<file path="src/rtl/mems_spi_rx_if.sv">
// rtl/mems_spi_rx_if.sv - SPI pins and received-word handshake for mems_spi_rx.
interface mems_spi_rx_if #(
  parameter int DATA_W = 24
);
  logic              sck;
  logic              mosi;
  logic              cs;
  logic              data_ack;
  logic [DATA_W-1:0] data_out;
  logic              data_valid;
  logic              new_data;
  logic              frame_err;
  logic              overrun;
  logic              busy;

  modport slave (
    input  sck, mosi, cs, data_ack,
    output data_out, data_valid, new_data, frame_err, overrun, busy
  );

  modport master (
    output sck, mosi, cs, data_ack,
    input  data_out, data_valid, new_data, frame_err, overrun, busy
  );
endinterface

</file>
<file path="src/rtl/mems_spi_rx.sv">
// rtl/mems_spi_rx.sv - SPI slave receiver (sample on sck fall, MSB first) with frame-length check.
module mems_spi_rx #(
  parameter int DATA_W = 24
) (
  input  logic          clk,
  input  logic          rst,
  mems_spi_rx_if.slave  bus
);
  localparam int CW = $clog2(DATA_W + 2);

  typedef enum logic [1:0] {IDLE, RECV, CHECK} state_t;

  state_t            state_q;
  logic [CW-1:0]     cnt_q;
  logic [DATA_W-1:0] shreg_q;
  logic [DATA_W-1:0] data_out_q;
  logic              data_valid_q;
  logic              new_data_q;
  logic              frame_err_q;
  logic              overrun_q;
  logic              armed_q;

  logic sck_s1_q, sck_s2_q, sck_s3_q;
  logic cs_s1_q, cs_s2_q, cs_s3_q;
  logic mosi_s1_q, mosi_s2_q;
  logic [1:0] fill_q;

  logic sck_fall, cs_fall, cs_rise;

  always_ff @(posedge clk) begin
    if (rst) begin
      sck_s1_q  <= 1'b0;
      sck_s2_q  <= 1'b0;
      sck_s3_q  <= 1'b0;
      cs_s1_q   <= 1'b1;
      cs_s2_q   <= 1'b1;
      cs_s3_q   <= 1'b1;
      mosi_s1_q <= 1'b0;
      mosi_s2_q <= 1'b0;
      fill_q    <= 2'b00;
    end else begin
      sck_s1_q  <= bus.sck;
      sck_s2_q  <= sck_s1_q;
      sck_s3_q  <= sck_s2_q;
      cs_s1_q   <= bus.cs;
      cs_s2_q   <= cs_s1_q;
      cs_s3_q   <= cs_s2_q;
      mosi_s1_q <= bus.mosi;
      mosi_s2_q <= mosi_s1_q;
      fill_q    <= {fill_q[0], 1'b1};
    end
  end

  assign sck_fall = sck_s3_q & ~sck_s2_q;
  assign cs_fall  = cs_s3_q & ~cs_s2_q;
  assign cs_rise  = ~cs_s3_q & cs_s2_q;

  // The synchronizer resets to cs=1, so a cs held low through reset would look
  // like a fresh falling edge; frames are only accepted once real cs high is seen.
  always_ff @(posedge clk) begin
    if (rst) begin
      state_q      <= IDLE;
      cnt_q        <= '0;
      shreg_q      <= '0;
      data_out_q   <= '0;
      data_valid_q <= 1'b0;
      new_data_q   <= 1'b0;
      frame_err_q  <= 1'b0;
      overrun_q    <= 1'b0;
      armed_q      <= 1'b0;
    end else begin
      new_data_q  <= 1'b0;
      frame_err_q <= 1'b0;
      if (fill_q[1] && cs_s2_q) armed_q <= 1'b1;
      // An ack seen while new_data is showing belongs to the previous word.
      if (bus.data_ack && !new_data_q) data_valid_q <= 1'b0;
      case (state_q)
        IDLE: begin
          cnt_q   <= '0;
          shreg_q <= '0;
          if (cs_fall && armed_q) state_q <= RECV;
        end
        RECV: begin
          if (sck_fall) begin
            shreg_q <= {shreg_q[DATA_W-2:0], mosi_s2_q};
            if (cnt_q != CW'(DATA_W + 1)) cnt_q <= cnt_q + CW'(1);
          end
          if (cs_rise) state_q <= CHECK;
        end
        CHECK: begin
          if (cnt_q == CW'(DATA_W)) begin
            data_out_q   <= shreg_q;
            new_data_q   <= 1'b1;
            data_valid_q <= 1'b1;
            if (data_valid_q && !bus.data_ack) overrun_q <= 1'b1;
          end else begin
            frame_err_q <= 1'b1;
          end
          state_q <= IDLE;
        end
        default: state_q <= IDLE;
      endcase
    end
  end

  assign bus.data_out   = data_out_q;
  assign bus.data_valid = data_valid_q;
  assign bus.new_data   = new_data_q;
  assign bus.frame_err  = frame_err_q;
  assign bus.overrun    = overrun_q;
  assign bus.busy       = ~cs_s2_q;
endmodule
</file>
<file path="src/flat_wrapper.sv">
// flat-port wrapper written by rule: the top's interface ports become plain ports
module mems_spi_rx_flat 
#(
  parameter int DATA_W = 24
)
  (clk, rst, bus_sck, bus_mosi, bus_cs, bus_data_ack, bus_data_out, bus_data_valid, bus_new_data, bus_frame_err, bus_overrun, bus_busy);
  mems_spi_rx_if #(.DATA_W(DATA_W)) bus_i ();
  input  logic clk;
  input  logic rst;
  input wire logic [$bits(bus_i.sck)-1:0] bus_sck;
  input wire logic [$bits(bus_i.mosi)-1:0] bus_mosi;
  input wire logic [$bits(bus_i.cs)-1:0] bus_cs;
  input wire logic [$bits(bus_i.data_ack)-1:0] bus_data_ack;
  output wire logic [$bits(bus_i.data_out)-1:0] bus_data_out;
  output wire logic [$bits(bus_i.data_valid)-1:0] bus_data_valid;
  output wire logic [$bits(bus_i.new_data)-1:0] bus_new_data;
  output wire logic [$bits(bus_i.frame_err)-1:0] bus_frame_err;
  output wire logic [$bits(bus_i.overrun)-1:0] bus_overrun;
  output wire logic [$bits(bus_i.busy)-1:0] bus_busy;
  assign bus_i.sck = bus_sck;
  assign bus_i.mosi = bus_mosi;
  assign bus_i.cs = bus_cs;
  assign bus_i.data_ack = bus_data_ack;
  assign bus_data_out = bus_i.data_out;
  assign bus_data_valid = bus_i.data_valid;
  assign bus_new_data = bus_i.new_data;
  assign bus_frame_err = bus_i.frame_err;
  assign bus_overrun = bus_i.overrun;
  assign bus_busy = bus_i.busy;
  mems_spi_rx #(.DATA_W(DATA_W)) u_core (.clk(clk), .rst(rst), .bus(bus_i));
endmodule
</file>
<file path="config.mk">
export PLATFORM = sky130hd
export DESIGN_NAME = mems_spi_rx_flat
export DESIGN_NICKNAME = d
export VERILOG_FILES = /design/src/rtl/mems_spi_rx_if.sv /design/src/rtl/mems_spi_rx.sv /design/src/flat_wrapper.sv
export SDC_FILE = /design/constraint.sdc
export NUM_CORES = 1
export LEC_CHECK = 0
export ABC_AREA = 1
export BUFFER_PORTS_ARGS = -buffer_cell sky130_fd_sc_hd__buf_4
export CAP_MARGIN = 10
export CELL_PAD_IN_SITES_DETAIL_PLACEMENT = 1
export CELL_PAD_IN_SITES_GLOBAL_PLACEMENT = 1
export CORE_MARGIN = 8
export CORE_UTILIZATION = 43
export CTS_CLUSTER_SIZE = 24
export DETAILED_ROUTE_END_ITERATION = 10
export PLACE_DENSITY_LB_ADDON = 0.1
export SLEW_MARGIN = 0
export SYNTH_ARGS = -nofsm -noshare
export SYNTH_HDL_FRONTEND = slang
export SYNTH_SLANG_ARGS = --single-unit
</file>
<file path="constraint.sdc">
create_clock -name clk -period 2.5 [get_ports clk]
set_clock_uncertainty 0.05 [all_clocks]
set_input_delay 0.125 -clock clk [delete_from_list [all_inputs] [get_ports clk]]
set_output_delay 0.125 -clock clk [all_outputs]
set_load 0.01 [all_outputs]
</file>
== After elaboration in Yosys (flattened, before gate mapping) ==
Index checks and enable logic that the tools add are counted.

* Add/subtract/negate cells: 1
* Multiply operators: 0
* Divide/modulo/power cells: 0
* Magnitude comparators: 0
* Equality and inequality tests: 8
* Shift-type cells: 0
* Multiplexer cells: 14
* Bitwise gates (word level): 7
* Reductions and logical operators: 14

{| class="wikitable"
|+ Operator list
! cell !! number
|-
| $pmux 24 s2 || 1
|-
| $mux 24 || 1
|-
| $mux 5 || 2
|-
| $pmux 5 s2 || 1
|-
| $ne 2x1->1 const B || 4
|-
| $mux 1 || 6
|-
| $reduce_and 2->1 || 3
|-
| $reduce_and 3->1 || 2
|-
| $add 5x1->5 const B || 1
|-
| $eq 5x5->1 const B || 1
|-
| $ne 5x5->1 const B || 1
|-
| $logic_and 1x1->1 || 4
|-
| $mux 2 || 2
|-
| $not 1->1 || 4
|-
| $pmux 2 s2 || 1
|-
| $and 1x1->1 || 3
|-
| $eq 2x1->1 const B || 1
|-
| $eq 2x2->1 const B || 1
|-
| $logic_not 1->1 || 2
|-
| $logic_not 2->1 || 1
|-
| $reduce_bool 2->1 || 1
|-
| $reduce_or 2->1 || 1
|}

* Flip-flop bits (word level): 70
* Bits in latches: 0
* Memory bits (writable): 0
* Bits in read-only memories: 0
* Input bits: 6
* Memories kept: 0

== Depth between registers and ports, before layout ==
Gate-level depths: netlist of run 1.

* Word-level depth: 5
* Depth in mapped cells: 10
* Depth with buffers taken out: 10

== Worst setup path after synthesis of run 1 ==
OpenSTA, ideal clock, no wires.

* Path type: register to register
* Start: reg u_core.cnt_q[0]
* End: reg u_core.data_out_q[0], in the netlist u_core.bus.data_out[0]
* Library setup time: 0.116 ns
* Data arrival time: 1.147 ns
* Data required time: 2.334 ns
* Setup slack: 1.188 ns
* Stages on the path, launching flop included: 8
* Period minus slack after synthesis: 1.312 ns
* Cell sequence: dfxtp_1 -> inv_1 -> ha_1 -> nand3_4 -> clkinv_2 -> buf_6 -> nor2_1 -> nor2_1

* Longest elaborated chain between the ends: 2

{| class="wikitable"
|+ Ends and longest elaborated chain
! element !! line !! text
|-
| start, declared || mems_spi_rx.sv:14 || <nowiki>logic [CW-1:0] cnt_q;</nowiki>
|-
| start signal, assigned || mems_spi_rx.sv:86 || <nowiki>if (cnt_q != CW'(DATA_W + 1)) cnt_q <= cnt_q + CW'(1);</nowiki>
|-
| $eq 5x5->1 || mems_spi_rx.sv:91 || <nowiki>if (cnt_q == CW'(DATA_W)) begin</nowiki>
|-
| $reduce_and 2->1 (no line) || - ||
|-
| end signal, assigned || mems_spi_rx.sv:92 || <nowiki>data_out_q <= shreg_q;</nowiki>
|-
| end, declared || mems_spi_rx.sv:16 || <nowiki>logic [DATA_W-1:0] data_out_q;</nowiki>
|}

No other way between the ends.
A chain may end at the register's enable or synchronous reset.

== Worst setup path in the final report of run 1 ==
* Start: reg u_core.cnt_q[0]
* End: reg u_core.data_out_q[22], in the netlist u_core.bus.data_out[22]

Same word-level chain as after synthesis.

==> impl_metrics.ini, run 1 <==
[clock_network]
clk_pin_slew_ps = 70
tritoncts = done
cts_buffers = 9
clock_latency_ps = 340
cts_buffer_depth = 2
ctsResizeCount = 0
cts.sinks = 70
htreeDepth = 3
root_buffer = clkbuf_8

[die]
chipHeight_um = 92.7
dieWidth_um = 92.7
num_rows = 28
die_area_um2 = 8590
core_region_area_um2 = 5820
initial_utilization = 0.435
io_pins = 35

[min_path]
hold_end = u_core.mosi_s1_q
holdCritPathClass = input pin to flip-flop
hold_start = rst
min_path_cells = 2

[routing]
post-route-drc-count = 0
dr.pass1.iters = 4
drtAntennaViolNets = 0
drtIter0Drc = 73
vias_per_cell = 5.04
totalWireLength_um = 5410
via_count = 2072
wire_per_inst_um = 13.2

[final_layout]
ff_latch_area_um2 = 1400
antenna_cells = 0
drive_above_1_share = 0.182
fillers = 733
final_nets = 340
areaGrowthSynthToFinish_pct = 23.0
final_core_util = 0.535
multi_input_area_um2 = 955

[power_and_ir_drop]
p_leak_nw = 1.23
power_density_nw_per_um2 = 761
ir_drop_mv = 0.392
p_total_mw = 2.37

[timing]
worst_slew_pin_slew_ps = 721
hold_violations = 0
timing.final.crit_share = 0.720
maxSlewViolCount = 0
max_slew_margin = 0.519
min_period_ps = 1800
max_freq_mhz = 556
finalSetupTns_ps = 0
rsz0062_at_grt = no
setup_viol = 0

[worst_setup_path]
end_kind = flip-flop
rr_startpoint = u_core.cnt_q[0]
r2r_setup_slack_ps = 700
crit_fanout = 28
timing_worst_setup_path_type = flip-flop to flip-flop
worst_r2r_endpoint = u_core.bus.data_out[22]
cp.arrival_ps = 1970
crit_required_ps = 2670
start_kind = flip-flop
ff2ff_path_depth = 6

[logic_synthesis]
synth_most_common_cell = dfxtp_1
synth_warnings = 0
ys_ff_latch = 70
synth_cells = 296
ys_async_sr_fraction = 0
synth_cell_types = 23
ys_top_cells_by_area = dfxtp_1 (55%), nor2_1 (9.2%), o32ai_1 (8.3%)
synth_area_leader_cell = dfxtp_1
synth_edf_count = 0
avgSynthCellArea_um2 = 8.54
yosys_most_used_dff = dfxtp_1
ys_seq_area_frac = 0.554
syn_area_um2 = 2530
syn_nets = 305
yosys-top-cells-count = dfxtp_1 (70), nor2_1 (62), nand2_1 (46)
yosysTopAreaCellShare = 0.554

[global_route]
grt_max_degree = 32
grt_overflow = 0
grt_pass1_vias = 2161
grt_pass1_wl_um = 9640
track_usage = 0.139
antenna_found_initial = 0

[placed_design]
dp_hpwl_um = 3530
gp_congestion = 0.803
io_buffers = 34

[flow_run]
drv_cap = 0

[status]
outcome = finished clean
==> per-layer routing <==
metal  global-route usage  share of wire
met1                0.151           0.46
met2                0.236           0.47
met3               0.0469          0.052
met4               0.0685          0.020
met5                    0              0
==> where the power goes <==
part / leakage (nW) / switching, mW / internal, mW
clock: 0.130 / 0.410 / 0.764
combinational: 0.533 / 0.0411 / 0.0233
sequential: 0.566 / 0.00354 / 1.12
==> how the worst max path moves through the flow <==
stage	start	to	slack, ps	cells after the start
after detailed placement	u_core.cnt_q[0]	u_core.bus.data_out[22]	650	6
after CTS	u_core.cnt_q[0]	u_core.bus.data_out[22]	650	6
after global routing	u_core.cnt_q[0]	u_core.bus.data_out[18]	520	6
after global placement	u_core.cnt_q[0]	u_core.bus.data_out[0]	740	6
final	u_core.cnt_q[0]	u_core.bus.data_out[22]	700	6
after floorplan	u_core.cnt_q[0]	u_core.bus.data_out[0]	1190	7
==> registers in the layout, indices dropped and copies added, names as in the netlist <==
signal	flops
u_core.bus.data_out	24
u_core.shreg_q	24
u_core.cnt_q	5
u_core.fill_q	2
u_core.state_q	2
u_core.armed_q	1
u_core.bus.data_valid	1
u_core.bus.frame_err	1
u_core.bus.new_data	1
u_core.bus.overrun	1
u_core.cs_s1_q	1
u_core.cs_s2_q	1
u_core.cs_s3_q	1
u_core.mosi_s1_q	1
u_core.mosi_s2_q	1
u_core.sck_s1_q	1
u_core.sck_s2_q	1
u_core.sck_s3_q	1
==> cell families after synthesis <==
logic type      Yosys count  synth area share
simple gates            127             0.213
flops                    70             0.554
compound gates           57             0.149
buf+inv                  39            0.0683
fa+ha+maj                 3            0.0148
==> cells in the final DEF (no fill, tap or decap), types with 2 or more instances in the layout <==
cell,instances
dfxtp_1,70
nand4_1,3
o21ai_1,4
a21oi_1,5
ha_1,3
bufinv_16,4
clkinv_2,2
clkbuf_8,9
buf_4,38
dlygate4sd3_1,3
or2_2,2
inv_1,21
nand2_1,46
o21ai_0,23
nand2_2,2
nand3b_1,2
nor2_1,62
nand3_1,6
o32ai_1,24
==> layout make-up <==
class	instances	share of cell area
flip-flops and latches	70	0.451
multi-input cells	187	0.307
repair buffers	41	0.101
clock inverters	6	0.0430
clock buffers	10	0.0410
well taps	75	0.0302
inverters	22	0.0270
==> worst max-delay path, stage by stage (launching register included) <==
cell      delay, ps
dfxtp_1         390
inv_1           100
ha_1            250
nand3_4         280
clkinv_2        350
nor2_1          200
nor2_1           60
==> stage by stage <==
step	hold slack, ps	setup WS, ps	area (µm²)	cells
2_1_floorplan	154	1190	2530	296
3_3_place_gp	264	738	2820	392
3_5_place_dp	265	654	2820	392
4_1_cts	3.90	650	3110	411
5_1_grt	17.1	525	3110	411
6_report	19.9	701	3110	411
==> what timing repair did <==
action	4_1_cts	5_1_grt
hold endpoints to repair	3	0
hold buffers	3	0
setup buffers	0	0
Note: power is estimated with default switching activity, not from simulation.
==> inputs of run 2 (changes only) <==
--- a/config.mk
+++ b/config.mk
@@ -11,7 +11,7 @@
 export CELL_PAD_IN_SITES_DETAIL_PLACEMENT = 1
 export CELL_PAD_IN_SITES_GLOBAL_PLACEMENT = 1
 export CORE_MARGIN = 8
-export CORE_UTILIZATION = 43
+export CORE_UTILIZATION = 42
 export CTS_CLUSTER_SIZE = 24
 export DETAILED_ROUTE_END_ITERATION = 10
 export PLACE_DENSITY_LB_ADDON = 0.1
==> constraint.sdc (replaced) <==
create_clock -name clk -period 1.8 [get_ports clk]
set_clock_uncertainty 0.05 [all_clocks]
set_input_delay 0.09 -clock clk [delete_from_list [all_inputs] [get_ports clk]]
set_output_delay 0.09 -clock clk [all_outputs]
set_load 0.01 [all_outputs]
==> run 2 against run 1 <==
Final area is 0.20% higher. Sequential power is 39% higher. Utilization is 0.53 points lower. Worst setup slack worse by 460 ps. Combinational power is 53% higher. Non-clock buffer count is 5 higher. Flip-flop and latch count stayed put. Via count is 1.6% higher. Clock-buffer cell count is 2 higher. Routed wire length is 2.3% higher. Cell count is 0.97% higher.
==> impl_metrics.ini, run 2 (same netlist as run 1, synthesis figures left out) <==
[status]
outcome = finished clean

[placed_design]
postPlaceCellArea_um2 = 2840
dp.cells = 393
gp_congestion = 0.774
io_buffers = 34
dp_hpwl_um = 3440

[worst_setup_path]
slowest_stage = dfxtp_1
crit_required_ps = 1980
ff2ff_path_depth = 6
start_kind = flip-flop
timing_worst_setup_path_type = flip-flop to flip-flop
end_kind = flip-flop
crit_fanout = 24
path_buf_inv = 2
crit_chain = inv_1 > ha_1 > nand3_4 > clkinv_2 > nor2_1 > nor2_1
cpPeakStageDelay_ps = 400
cp_common_cell = nor2_1
r2r_setup_slack_ps = 250
path_delay_family = flip-flops
worst_r2r_endpoint = u_core.bus.data_out[9]
cp.arrival_ps = 1730
rr_startpoint = u_core.cnt_q[0]

[routing]
dr.pass1.iters = 4
wl_met1_um = 2490
via_count = 2106
drtIter0Drc = 103
wire_per_inst_um = 13.3
wl_met3_um = 290
drtAntennaViolNets = 0
dr_wl_met2_um = 2700
top_layer = met4
totalWireLength_um = 5540
post-route-drc-count = 0
vias_per_cell = 5.07

[final_layout]
drive_above_1_share = 0.182
fin_cells = 415
final_nets = 345
stdcell_area_um2 = 3120
mostFrequentLayoutCells = dfxtp_1 (70), nor2_1 (62), nand2_1 (46)
final_common_cell = dfxtp_1
antenna_cells = 0
areaGrowthSynthToFinish_pct = 23.3

[power_and_ir_drop]
p_leak_nw = 1.23
seqPwrFrac = 0.528
p_switching_uw = 619
p_sw_frac = 0.209
comb_power_share = 0.033
internal-power_mw = 2.34
ir_drop_mv = 0.514
power_density_nw_per_um2 = 951
clockPowerShare = 0.438

[die]
num_rows = 28
initial_utilization = 0.430
core_region_area_um2 = 5890
io_pins = 35
dieWidth_um = 93.6
chipHeight_um = 93.6
die_area_um2 = 8760

[timing]
timing.final.crit_share = 0.863
hold_ws_ps = 354
worst_slew_pin_slew_ps = 342
finalSetupTns_ps = 0
maxSlewViolCount = 0
max_freq_mhz = 643
rsz0062_at_grt = no
hold_violations = 0
setup_viol = 0
min_period_ps = 1550
max_slew_margin = 0.772

[global_route]
grt_overflow = 0
grt_pass1_wl_um = 9600
grt_pass1_vias = 2154
track_usage = 0.135
antenna_found_initial = 0
grt_max_degree = 60

[clock_network]
clock_latency_ps = 330
cts.sinks = 70
root_buffer = clkbuf_8
htreeDepth = 3
cts_buffer_depth = 2
tritoncts = done
cts_buffers = 9
clk_pin_slew_ps = 70

[flow_run]
drv_cap = 0

[min_path]
hold_start = u_core.mosi_s1_q
holdCritPathClass = flip-flop to flip-flop
hold_end = u_core.mosi_s2_q
min_path_cells = 2
run 2: cell types whose count changed in the layout (fill, tap and decap cells not counted), sizes merged:
cell / delta
dlygate4sd3: +4
bufinv: -3
clkbuf: +2
buf: +1
clkinv: -1
clkinvlp: +1
run 2: power groups by stage:
stage / sequential, mW / clock (mW) / combinational, mW
6_report: 1.57 / 1.30 / 0.0988
5_1_grt: 1.57 / 1.42 / 0.112
4_1_cts: 1.57 / 1.34 / 0.0994
3_5_place_dp: 1.60 / 0 / 0.0867
3_3_place_gp: 1.60 / 0 / 0.0864
2_1_floorplan: 1.60 / 0 / 0.0587
run 2: area by class of cell:
cell class | instances | area [µm²]
Sequential cell | 70 | 1400
Clock inverter | 3 | 42.5
Fill cell | 723 | 2770
Inverter | 22 | 83.8
Timing Repair Buffer | 46 | 375
Tap cell | 75 | 93.8
Clock buffer | 12 | 165
Multi-Input combinational cell | 187 | 955
run 2: repair_timing:
action / 4_1_cts / 5_1_grt
buffers inserted: 0 / 0
hold buffers: 7 / 0
hold endpoints to repair: 13 / 0
resized for setup: 0 / 0
run 2: metrics by stage:
step | utilization | total power, mW | setup slack [ps]
2_1_floorplan | - | 1.66 | 488
3_3_place_gp | 0.482 | 1.69 | 304
3_5_place_dp | 0.482 | 1.69 | 258
4_1_cts | 0.530 | 3.01 | 242
5_1_grt | 0.530 | 3.10 | 90.4
6_report | 0.530 | 2.96 | 246
run 2: how the worst max path moves through the flow:
stage / slack, ps / start / cells past startpoint / end
after global routing: 90 / u_core.cnt_q[0] / 6 / u_core.bus.data_out[16]
after global placement: 300 / u_core.cnt_q[0] / 6 / u_core.bus.data_out[22]
after detailed placement: 260 / u_core.cnt_q[0] / 6 / u_core.bus.data_out[9]
final: 250 / u_core.cnt_q[0] / 6 / u_core.bus.data_out[9]
after CTS: 240 / u_core.cnt_q[0] / 6 / u_core.bus.data_out[2]
after floorplan: 490 / u_core.cnt_q[0] / 7 / u_core.bus.data_out[0]
run 2: layer usage:
metal,GRT usage,up-vias
li1,-,1064
met1,0.154,1000
met2,0.226,35
met3,0.0521,7
met4,0.0476,0
met5,0,-
run 2: worst reg2reg max path, stage by stage, from the launching register on:
cell	delay [ps]
dfxtp_1	400
inv_1	100
ha_1	250
nand3_4	90
clkinv_2	290
nor2_1	210
nor2_1	60
==> inputs of run 3 (changes only) <==
--- a/config.mk
+++ b/config.mk
@@ -10,7 +10,7 @@
 export CAP_MARGIN = 10
 export CELL_PAD_IN_SITES_DETAIL_PLACEMENT = 1
 export CELL_PAD_IN_SITES_GLOBAL_PLACEMENT = 1
-export CORE_MARGIN = 8
+export CORE_MARGIN = 10
 export CORE_UTILIZATION = 42
 export CTS_CLUSTER_SIZE = 24
 export DETAILED_ROUTE_END_ITERATION = 10
==> constraint.sdc (replaced) <==
create_clock -name clk -period 1.8 [get_ports clk]
set_clock_uncertainty 0.05 [all_clocks]
set_input_delay 0.54 -clock clk [delete_from_list [all_inputs] [get_ports clk]]
set_output_delay 0.54 -clock clk [all_outputs]
set_load 0.01 [all_outputs]
==> run 3 against run 2 <==
Clock-buffer cell count rose by 1. Non-clock buffer count fell by 7. Cell count fell by 1.4%. Register-to-register slack barely moved. Final area fell by 2.9%. Routed wire length rose by 0.36%. Combinational power fell by 14%. Critical path depth did not move. Hold slack got worse by 29 ps. Largest cell class unchanged. Clock power fell by 8%.
==> impl_metrics.ini, run 3 (same netlist as run 1, synthesis figures left out) <==
[final_layout]
mostFrequentLayoutCells = dfxtp_1 (70), nor2_1 (62), nand2_1 (46)
stdcell_area_um2 = 3030
fillers = 713
final_nets = 338
drive_above_1_share = 0.186
multi_input_area_um2 = 955
final_common_cell = dfxtp_1
areaGrowthSynthToFinish_pct = 19.6
ff_latch_area_um2 = 1400
final_core_util = 0.514
antenna_cells = 0
fin_cells = 409

[placed_design]
dp_hpwl_um = 3730
dp.cells = 393
gp_congestion = 0.807
postPlaceCellArea_um2 = 2840
pre_cts_ws_ps = 147
io_buffers = 34

[flow_run]
drv_cap = 0

[min_path]
holdCritPathClass = input pin to flip-flop
hold_end = u_core.cs_s1_q
hold_start = bus_cs
min_path_cells = 2

[status]
outcome = finished clean

[global_route]
use_met1 = 0.127
grt_pass1_wl_um = 9620
track_usage = 0.120
grt_max_degree = 60
grt_pass1_vias = 2133
antenna_found_initial = 0
grt_overflow = 0
met3_usage = 0.0477
busiest_layer = met2
grtUsageMet2 = 0.205

[die]
initial_utilization = 0.430
core_region_area_um2 = 5890
num_rows = 28
chipHeight_um = 97.6
die_area_um2 = 9520
io_pins = 35
dieWidth_um = 97.6

[timing]
hold_ws_ps = 326
finalSetupTns_ps = 0
rsz0062_at_grt = no
worst_slack_ps = 247
max_freq_mhz = 644
maxSlewViolCount = 0
setup_viol = 0
timing.final.crit_share = 0.863
hold_violations = 0
min_period_ps = 1550
max_slew_margin = 0.779
worst_slew_pin_slew_ps = 331

[worst_setup_path]
end_kind = flip-flop
rr_startpoint = u_core.cnt_q[0]
r2r_setup_slack_ps = 250
worst_r2r_endpoint = u_core.bus.data_out[22]
ff2ff_path_depth = 6
timing_worst_setup_path_type = flip-flop to flip-flop
start_kind = flip-flop
crit_fanout = 24
crit_required_ps = 1990
cp.arrival_ps = 1750

[clock_network]
htreeDepth = 3
ctsResizeCount = 0
post-cts-setup-buffers = 0
tritoncts = done
cts_buffer_depth = 2
cts_hold_buf = 0
cts_buffers = 9
root_buffer = clkbuf_8
clk_pin_slew_ps = 70
clock_latency_ps = 350
cts.sinks = 70

[routing]
dr.pass1.iters = 4
vias_per_cell = 4.97
wire_per_inst_um = 13.6
via_count = 2033
post-route-drc-count = 0
drtIter0Drc = 86
drtAntennaViolNets = 0
totalWireLength_um = 5560

[power_and_ir_drop]
p_leak_nw = 1.19
p_total_mw = 2.84
ir_drop_mv = 0.498
power_density_nw_per_um2 = 939
run 3: how the worst max path moves through the flow:
stage                          from                 endpoint  slack (ps)  depth (start not counted)
finish              u_core.cnt_q[0]  u_core.bus.data_out[22]         250                          6
global route        u_core.cnt_q[0]   u_core.bus.data_out[4]          70                          6
CTS                 u_core.cnt_q[0]  u_core.bus.data_out[22]         200                          6
detailed placement              rst        u_core.shreg_q[5]         150                          5
global placement                rst       u_core.shreg_q[13]         220                          5
floorplan           u_core.cnt_q[0]   u_core.bus.data_out[0]         490                          7
run 3: critical path, stage by stage (launching register included):
cell and delay (ps):
dfxtp_1 400, inv_1 100, ha_1 250, nand3_4 90, clkinv_2 280, nor2_1 210
nor2_1 60
run 3: final cells by class:
cell class / count / area share
Sequential cell: 70 / 0.463
Multi-Input combinational cell: 187 / 0.316
Timing Repair Buffer: 39 / 0.101
Clock buffer: 13 / 0.0558
Tap cell: 75 / 0.0310
Inverter: 22 / 0.0277
Clock inverter: 3 / 0.00579
run 3: power by group:
group	total [mW]	switching, mW	internal (mW)
clock network	1.19	0.581	0.609
logic	0.0849	0.0546	0.0304
registers	1.57	0.00515	1.56
run 3: metal layers:
| metal | vias to the layer above | routed length [µm] |
|---|---|---|
| met3 | 13 | 295 |
| met2 | 25 | 2670 |
| li1 | 1053 | - |
| met5 | - | 0 |
| met1 | 942 | 2490 |
| met4 | 0 | 96 |
